`config.mk`:
```
export PLATFORM = sky130hd
export DESIGN_NAME = seq_multiplier
export DESIGN_NICKNAME = d
export VERILOG_FILES = /design/src/rtl/seq_multiplier_pkg.sv /design/src/rtl/seq_multiplier_twos_negate.sv /design/src/rtl/seq_multiplier.sv
export SDC_FILE = /design/constraint.sdc
export NUM_CORES = 1
export LEC_CHECK = 0
export ABC_AREA = 1
export BUFFER_PORTS_ARGS = -buffer_cell sky130_fd_sc_hd__buf_2
export CAP_MARGIN = 20
export CORE_AREA = 2 2 172 301
export CTS_CLUSTER_DIAMETER = 30
export DETAILED_ROUTE_END_ITERATION = 12
export DIE_AREA = 0 0 174 303
export MAX_ROUTING_LAYER = met4
export PLACE_DENSITY = 0.55
export SLEW_MARGIN = 10
export SYNTH_ARGS = -nofsm -noshare
export SYNTH_HDL_FRONTEND = slang
export SYNTH_HIERARCHICAL = 1
export SYNTH_SLANG_ARGS = --single-unit
```
`constraint.sdc`:
```
create_clock -name clk -period 8.3 [get_ports clk]
set_clock_uncertainty 0.15 [all_clocks]
set_input_delay 0.415 -clock clk [delete_from_list [all_inputs] [get_ports clk]]
set_output_delay 0.415 -clock clk [all_outputs]
set_load 0.02 [all_outputs]
```
`src/rtl/seq_multiplier_pkg.sv`:
```
// Shared definitions for the iterative shift-add multiplier.
//   mul_state_t : controller states (IDLE, RUN, SIGN, DONE)
//   MUL_WIDTH   : default operand width
//   clog2()     : bit-counter width helper
package mul_pkg;

  typedef enum logic [1:0] {
    IDLE = 2'd0,
    RUN  = 2'd1,
    SIGN = 2'd2,
    DONE = 2'd3
  } mul_state_t;

  localparam int unsigned MUL_WIDTH = 32;

  function automatic int unsigned clog2(input int unsigned value);
    int unsigned r;
    r = 0;
    while ((32'd1 << r) < value) r++;
    return r;
  endfunction

endpackage

```
`src/rtl/seq_multiplier_twos_negate.sv`:
```
// Combinational conditional two's-complement negate.
//   x   : W-bit input
//   neg : 1 -> y = -x (mod 2^W), 0 -> y = x
//   y   : W-bit result
module mul_twos_negate #(
  parameter int unsigned W = 32
) (
  input  logic [W-1:0] x,
  input  logic         neg,
  output logic [W-1:0] y
);

  always_comb begin
    y = neg ? ('0 - x) : x;
  end

endmodule

```
`src/rtl/seq_multiplier.sv`:
```
// Iterative radix-2 shift-add multiplier, signed/unsigned at runtime.
//   clk, rst_n           : clock, async active-low reset
//   in_valid/in_ready    : operand handshake (ready only in IDLE)
//   a, b, is_signed      : multiplicand, multiplier, two's-complement mode
//   out_valid/out_ready  : product handshake
//   y                    : 2*WIDTH-bit product register
//   busy                 : high while in RUN or SIGN
// Optional macro SEQ_MUL_EARLY_TERM_EN: leave RUN as soon as the remaining
// multiplier bits are all zero (zero |b| goes straight to SIGN).
module seq_multiplier
  import mul_pkg::*;
#(
  parameter int unsigned WIDTH = MUL_WIDTH
) (
  input  logic                 clk,
  input  logic                 rst_n,
  input  logic                 in_valid,
  output logic                 in_ready,
  input  logic [WIDTH-1:0]     a,
  input  logic [WIDTH-1:0]     b,
  input  logic                 is_signed,
  output logic                 out_valid,
  input  logic                 out_ready,
  output logic [2*WIDTH-1:0]   y,
  output logic                 busy
);

  localparam int unsigned PW = 2 * WIDTH;
  localparam int unsigned CW = clog2(WIDTH);

  mul_state_t       state_q, state_d;
  logic [WIDTH-1:0] mcand_q, mcand_d;
  logic [WIDTH-1:0] mplier_q, mplier_d;
  logic [PW-1:0]    acc_q, acc_d;
  logic [CW-1:0]    cnt_q, cnt_d;
  logic             neg_q, neg_d;
  logic [PW-1:0]    y_q, y_d;
  logic             out_valid_q, out_valid_d;
  logic             in_ready_q, in_ready_d;
  logic             busy_q, busy_d;

  logic [WIDTH-1:0] mag_a, mag_b;
  logic [PW-1:0]    acc_fix;
  logic [PW-1:0]    addend;

  mul_twos_negate #(.W(WIDTH)) u_mag_a (
    .x   (a),
    .neg (is_signed & a[WIDTH-1]),
    .y   (mag_a)
  );

  mul_twos_negate #(.W(WIDTH)) u_mag_b (
    .x   (b),
    .neg (is_signed & b[WIDTH-1]),
    .y   (mag_b)
  );

  mul_twos_negate #(.W(PW)) u_sign_fix (
    .x   (acc_q),
    .neg (neg_q),
    .y   (acc_fix)
  );

  always_comb begin
    addend = PW'(mcand_q) << cnt_q;
  end

  always_comb begin
    state_d     = state_q;
    mcand_d     = mcand_q;
    mplier_d    = mplier_q;
    acc_d       = acc_q;
    cnt_d       = cnt_q;
    neg_d       = neg_q;
    y_d         = y_q;
    out_valid_d = out_valid_q;

    case (state_q)
      IDLE: begin
        if (in_valid) begin
          mcand_d  = mag_a;
          mplier_d = mag_b;
          neg_d    = is_signed & (a[WIDTH-1] ^ b[WIDTH-1]);
          acc_d    = '0;
          cnt_d    = '0;
          state_d  = RUN;
`ifdef SEQ_MUL_EARLY_TERM_EN
          if (mag_b == '0) state_d = SIGN;
`endif
        end
      end
      RUN: begin
        if (mplier_q[0]) acc_d = acc_q + addend;
        mplier_d = mplier_q >> 1;
        cnt_d    = cnt_q + CW'(1);
        if (cnt_q == CW'(WIDTH - 1)) state_d = SIGN;
`ifdef SEQ_MUL_EARLY_TERM_EN
        if (mplier_d == '0) state_d = SIGN;
`endif
      end
      SIGN: begin
        y_d         = acc_fix;
        out_valid_d = 1'b1;
        state_d     = DONE;
      end
      DONE: begin
        if (out_ready) begin
          out_valid_d = 1'b0;
          state_d     = IDLE;
        end
      end
      default: state_d = IDLE;
    endcase

    // Handshake/status flags are registered from the next state.
    in_ready_d = (state_d == IDLE);
    busy_d     = (state_d == RUN) || (state_d == SIGN);
  end

  always_ff @(posedge clk or negedge rst_n) begin
    if (!rst_n) begin
      state_q     <= IDLE;
      mcand_q     <= '0;
      mplier_q    <= '0;
      acc_q       <= '0;
      cnt_q       <= '0;
      neg_q       <= 1'b0;
      y_q         <= '0;
      out_valid_q <= 1'b0;
      in_ready_q  <= 1'b1;
      busy_q      <= 1'b0;
    end else begin
      state_q     <= state_d;
      mcand_q     <= mcand_d;
      mplier_q    <= mplier_d;
      acc_q       <= acc_d;
      cnt_q       <= cnt_d;
      neg_q       <= neg_d;
      y_q         <= y_d;
      out_valid_q <= out_valid_d;
      in_ready_q  <= in_ready_d;
      busy_q      <= busy_d;
    end
  end

  assign in_ready  = in_ready_q;
  assign out_valid = out_valid_q;
  assign y         = y_q;
  assign busy      = busy_q;

endmodule
```
==> impl_metrics.env <==
export IMPL_startpoint_type="register"
export IMPL_min_to="mcand_q[6]$_DFFE_PN0P_"
export IMPL_io_buffers=135
export IMPL_cts_sinks=203
export IMPL_cts_tree="done"
export IMPL_dp_hpwl_um=61300
export IMPL_ant_nets=0
export IMPL_synth_area_um2=20000
export IMPL_drive_above_1_share=0.0952
export IMPL_required_ns=8.59
export IMPL_synth_cell_type_count=52
export IMPL_layout_nets=3738
export IMPL_grt_max_degree=94
export IMPL_netlist_instances=3498
export IMPL_ys_warn_count=6
export IMPL_area_delta_synth_final_pct=13.1
export IMPL_maxCapViolCount=0
export IMPL_ioPinCount=136
export IMPL_cts_resized=0
export IMPL_via_per_inst=5.01
export IMPL_ir_drop_mv=0.271
export IMPL_power_density_nw_per_um2=490
export IMPL_cts_buffers=42
export IMPL_fin_setup_tns_ns=0
export IMPL_wl_per_cell_um=17.4
export IMPL_clk_pin_slew_ns=0.06
export IMPL_layout_commonest_cell="nand2_1"
export IMPL_place_congestion=1.01
export IMPL_nFillCells=5747
export IMPL_post_cts_buffers=0
export IMPL_min_path_type="primary input to register"
export IMPL_tightest_slew_ns=1.05
export IMPL_rows=109
export IMPL_die_h_um=303
export IMPL_hold_viol=0
export IMPL_htree_levels=2
export IMPL_start_util=0.398
export IMPL_gr_total_overflow=0
export IMPL_crit_path_end_kind="register"
export IMPL_timing_slew_headroom=0.291
export IMPL_dr_pass1_iters=5
export IMPL_fmax_mhz=190
export IMPL_mostFrequentLayoutCells="nand2_1, inv_1, nor2_1"
export IMPL_timing_rr_start="cnt_q[2]$_DFFE_PN0P_"
export IMPL_fin_crit_sh=0.635
export IMPL_die_w_um=174
export IMPL_min_path_cells=4
export IMPL_status="complete, no violations"
export IMPL_clk_latency_ns=0.57
export IMPL_cts_buffer_depth=3
export IMPL_layout_setup_ws_ns=3.03
export IMPL_min_from="a[6]"
export IMPL_synth_area_leaders="nand2_1, dfrtp_1, inv_1"
export IMPL_ys_seq_area_frac=0.254
export IMPL_vias=21600
export IMPL_multi_input_area_um2=12800
export IMPL_regArea_um2=5080
export IMPL_antenna_found_initial=1
export IMPL_rsz0062_at_grt="no"
export IMPL_r2r_cells=19
export IMPL_drv_slew=0
export IMPL_yosysTopAreaCell="nand2_1"
export IMPL_drcViolationCount=0
export IMPL_power_leakage_nw=12.5
export IMPL_syn_nets=3637
export IMPL_cts_hold_buffers=4
export IMPL_grt_pass1_wl_um=117000
export IMPL_wirelength_um=74900
export IMPL_timing_rr_end="acc_q[51]$_DFFE_PN0P_"
export IMPL_final_setup_viol_count=0
export IMPL_cts_root_buf="clkbuf_16"
export IMPL_crit_type="register to register"
export IMPL_rrSetupSlack_ns=3.03
export IMPL_worst_endpoint_arrival_ns=5.55
export IMPL_min_period_ns=5.27
export IMPL_design_die_area_um2=52700
export IMPL_core_region_area_um2=50200
export IMPL_drt_iter0_markers=1096
export IMPL_syn_area_per_cell_um2=5.71
export IMPL_gr_usage_all_layers=0.297
export IMPL_worstPathMaxFanout=29
export IMPL_dp_slack_ns=3.06
export IMPL_grt_pass1_vias=21700
export IMPL_synth_top_cell_area_share=0.303
export IMPL_ys_ff_latch=203
-- final cells by class --
class,count,share of cell area
Antenna cell,1,0.000111
Sequential cell,203,0.225
Tap cell,666,0.0369
Clock inverter,34,0.0152
Multi-Input combinational cell,2758,0.564
Timing Repair Buffer,155,0.0380
Inverter,439,0.0729
Clock buffer,44,0.0477
-- logic make-up (layout without fill, tap and decap cells) --
group	count (synthesis)	after routing	synth area share
adder cells (fa/ha/maj)	70	70	0.0442
other	0	1	0
AND/OR/NAND/NOR	2333	2333	0.483
multiplexers	10	10	0.00501
buffers and inverters	537	672	0.108
XOR/XNOR	64	64	0.0281
AO/OA/AOI/OAI	281	281	0.0777
flip-flops	203	203	0.254
-- registers in the layout, summed over array words and instances, names as in the netlist, 2 cells and up --
register / cells
mplier_q: 32
acc_q: 64
state_q: 2
cnt_q: 5
y: 64
mcand_q: 32
-- worst max-delay path, cell delays in order (launching register included) --
cell      delay [ns]
dfrtp_1         0.84
clkinv_1        0.81
buf_4           0.46
o21ai_0         0.38
nand2_1         0.09
o21a_1          0.15
nand2_1         0.18
o21ai_0         0.26
ha_1            0.46
nand2_1         0.12
nor2_1          0.16
inv_1           0.11
nor2_2          0.23
nand2_1         0.19
nor3_1          0.17
nand2_1         0.10
nand2_1         0.09
nand2_1         0.05
nand3_1         0.07
nand2_1         0.06
-- stage by stage --
step	instances	hold slack (ns)	power [mW]	util	instance area, µm²
floorplan	3498	-0.0306	6.96	-	20000
global placement	4216	0.299	9.27	0.421	21100
detailed placement	4216	0.303	9.29	0.421	21100
CTS	4298	0.00264	11.0	0.450	22600
global route	4300	0.0303	12.1	0.450	22600
finish	4300	0.0179	11.1	0.450	22600
-- worst max path at each step --
stage | endpoint | from | depth (start not counted) | slack (ns)
2_1_floorplan | acc_q[60]$_DFFE_PN0P_ | cnt_q[0]$_DFFE_PN0P_ | 23 | 5.40
3_3_place_gp | acc_q[51]$_DFFE_PN0P_ | cnt_q[2]$_DFFE_PN0P_ | 19 | 3.09
3_5_place_dp | acc_q[51]$_DFFE_PN0P_ | cnt_q[2]$_DFFE_PN0P_ | 19 | 3.06
4_1_cts | acc_q[49]$_DFFE_PN0P_ | cnt_q[2]$_DFFE_PN0P_ | 19 | 3.03
5_1_grt | acc_q[49]$_DFFE_PN0P_ | cnt_q[2]$_DFFE_PN0P_ | 19 | 2.64
6_report | acc_q[51]$_DFFE_PN0P_ | cnt_q[2]$_DFFE_PN0P_ | 19 | 3.03
-- per-layer routing --
layer | vias up | share of wire | GRT usage
met4 | 0 | 0.096 | 0.241
met3 | 285 | 0.034 | 0.0279
met2 | 599 | 0.52 | 0.550
met5 | - | 0 | -
met1 | 9654 | 0.35 | 0.278
li1 | 11000 | - | -
-- synthesized netlist by cell type, drive strengths merged --
cell	count
a22oi	1
xnor2	35
ha	69
dfstp	1
nand2	1640
and2	14
nand4	28
nand3b	21
and3	1
nor3	23
o21ai	168
clkbuf	43
mux2i	10
nand3	211
o21a	5
o211ai	4
clkinv	1
o22ai	3
a31oi	13
nor2	381
a22o	2
a32o	3
fa	1
o21bai	4
a21oi	75
o31ai	3
or2	13
xor2	29
dfrtp	202
inv	438
nor4	1
buf	55
-- where the power goes --
| group | internal (mW) | switching (mW) |
|---|---|---|
| registers | 1.45 | 0.549 |
| clock network | 1.04 | 0.669 |
| logic | 2.19 | 5.18 |
| total | 4.68 | 6.39 |
Power figures use the tool's default switching activity.
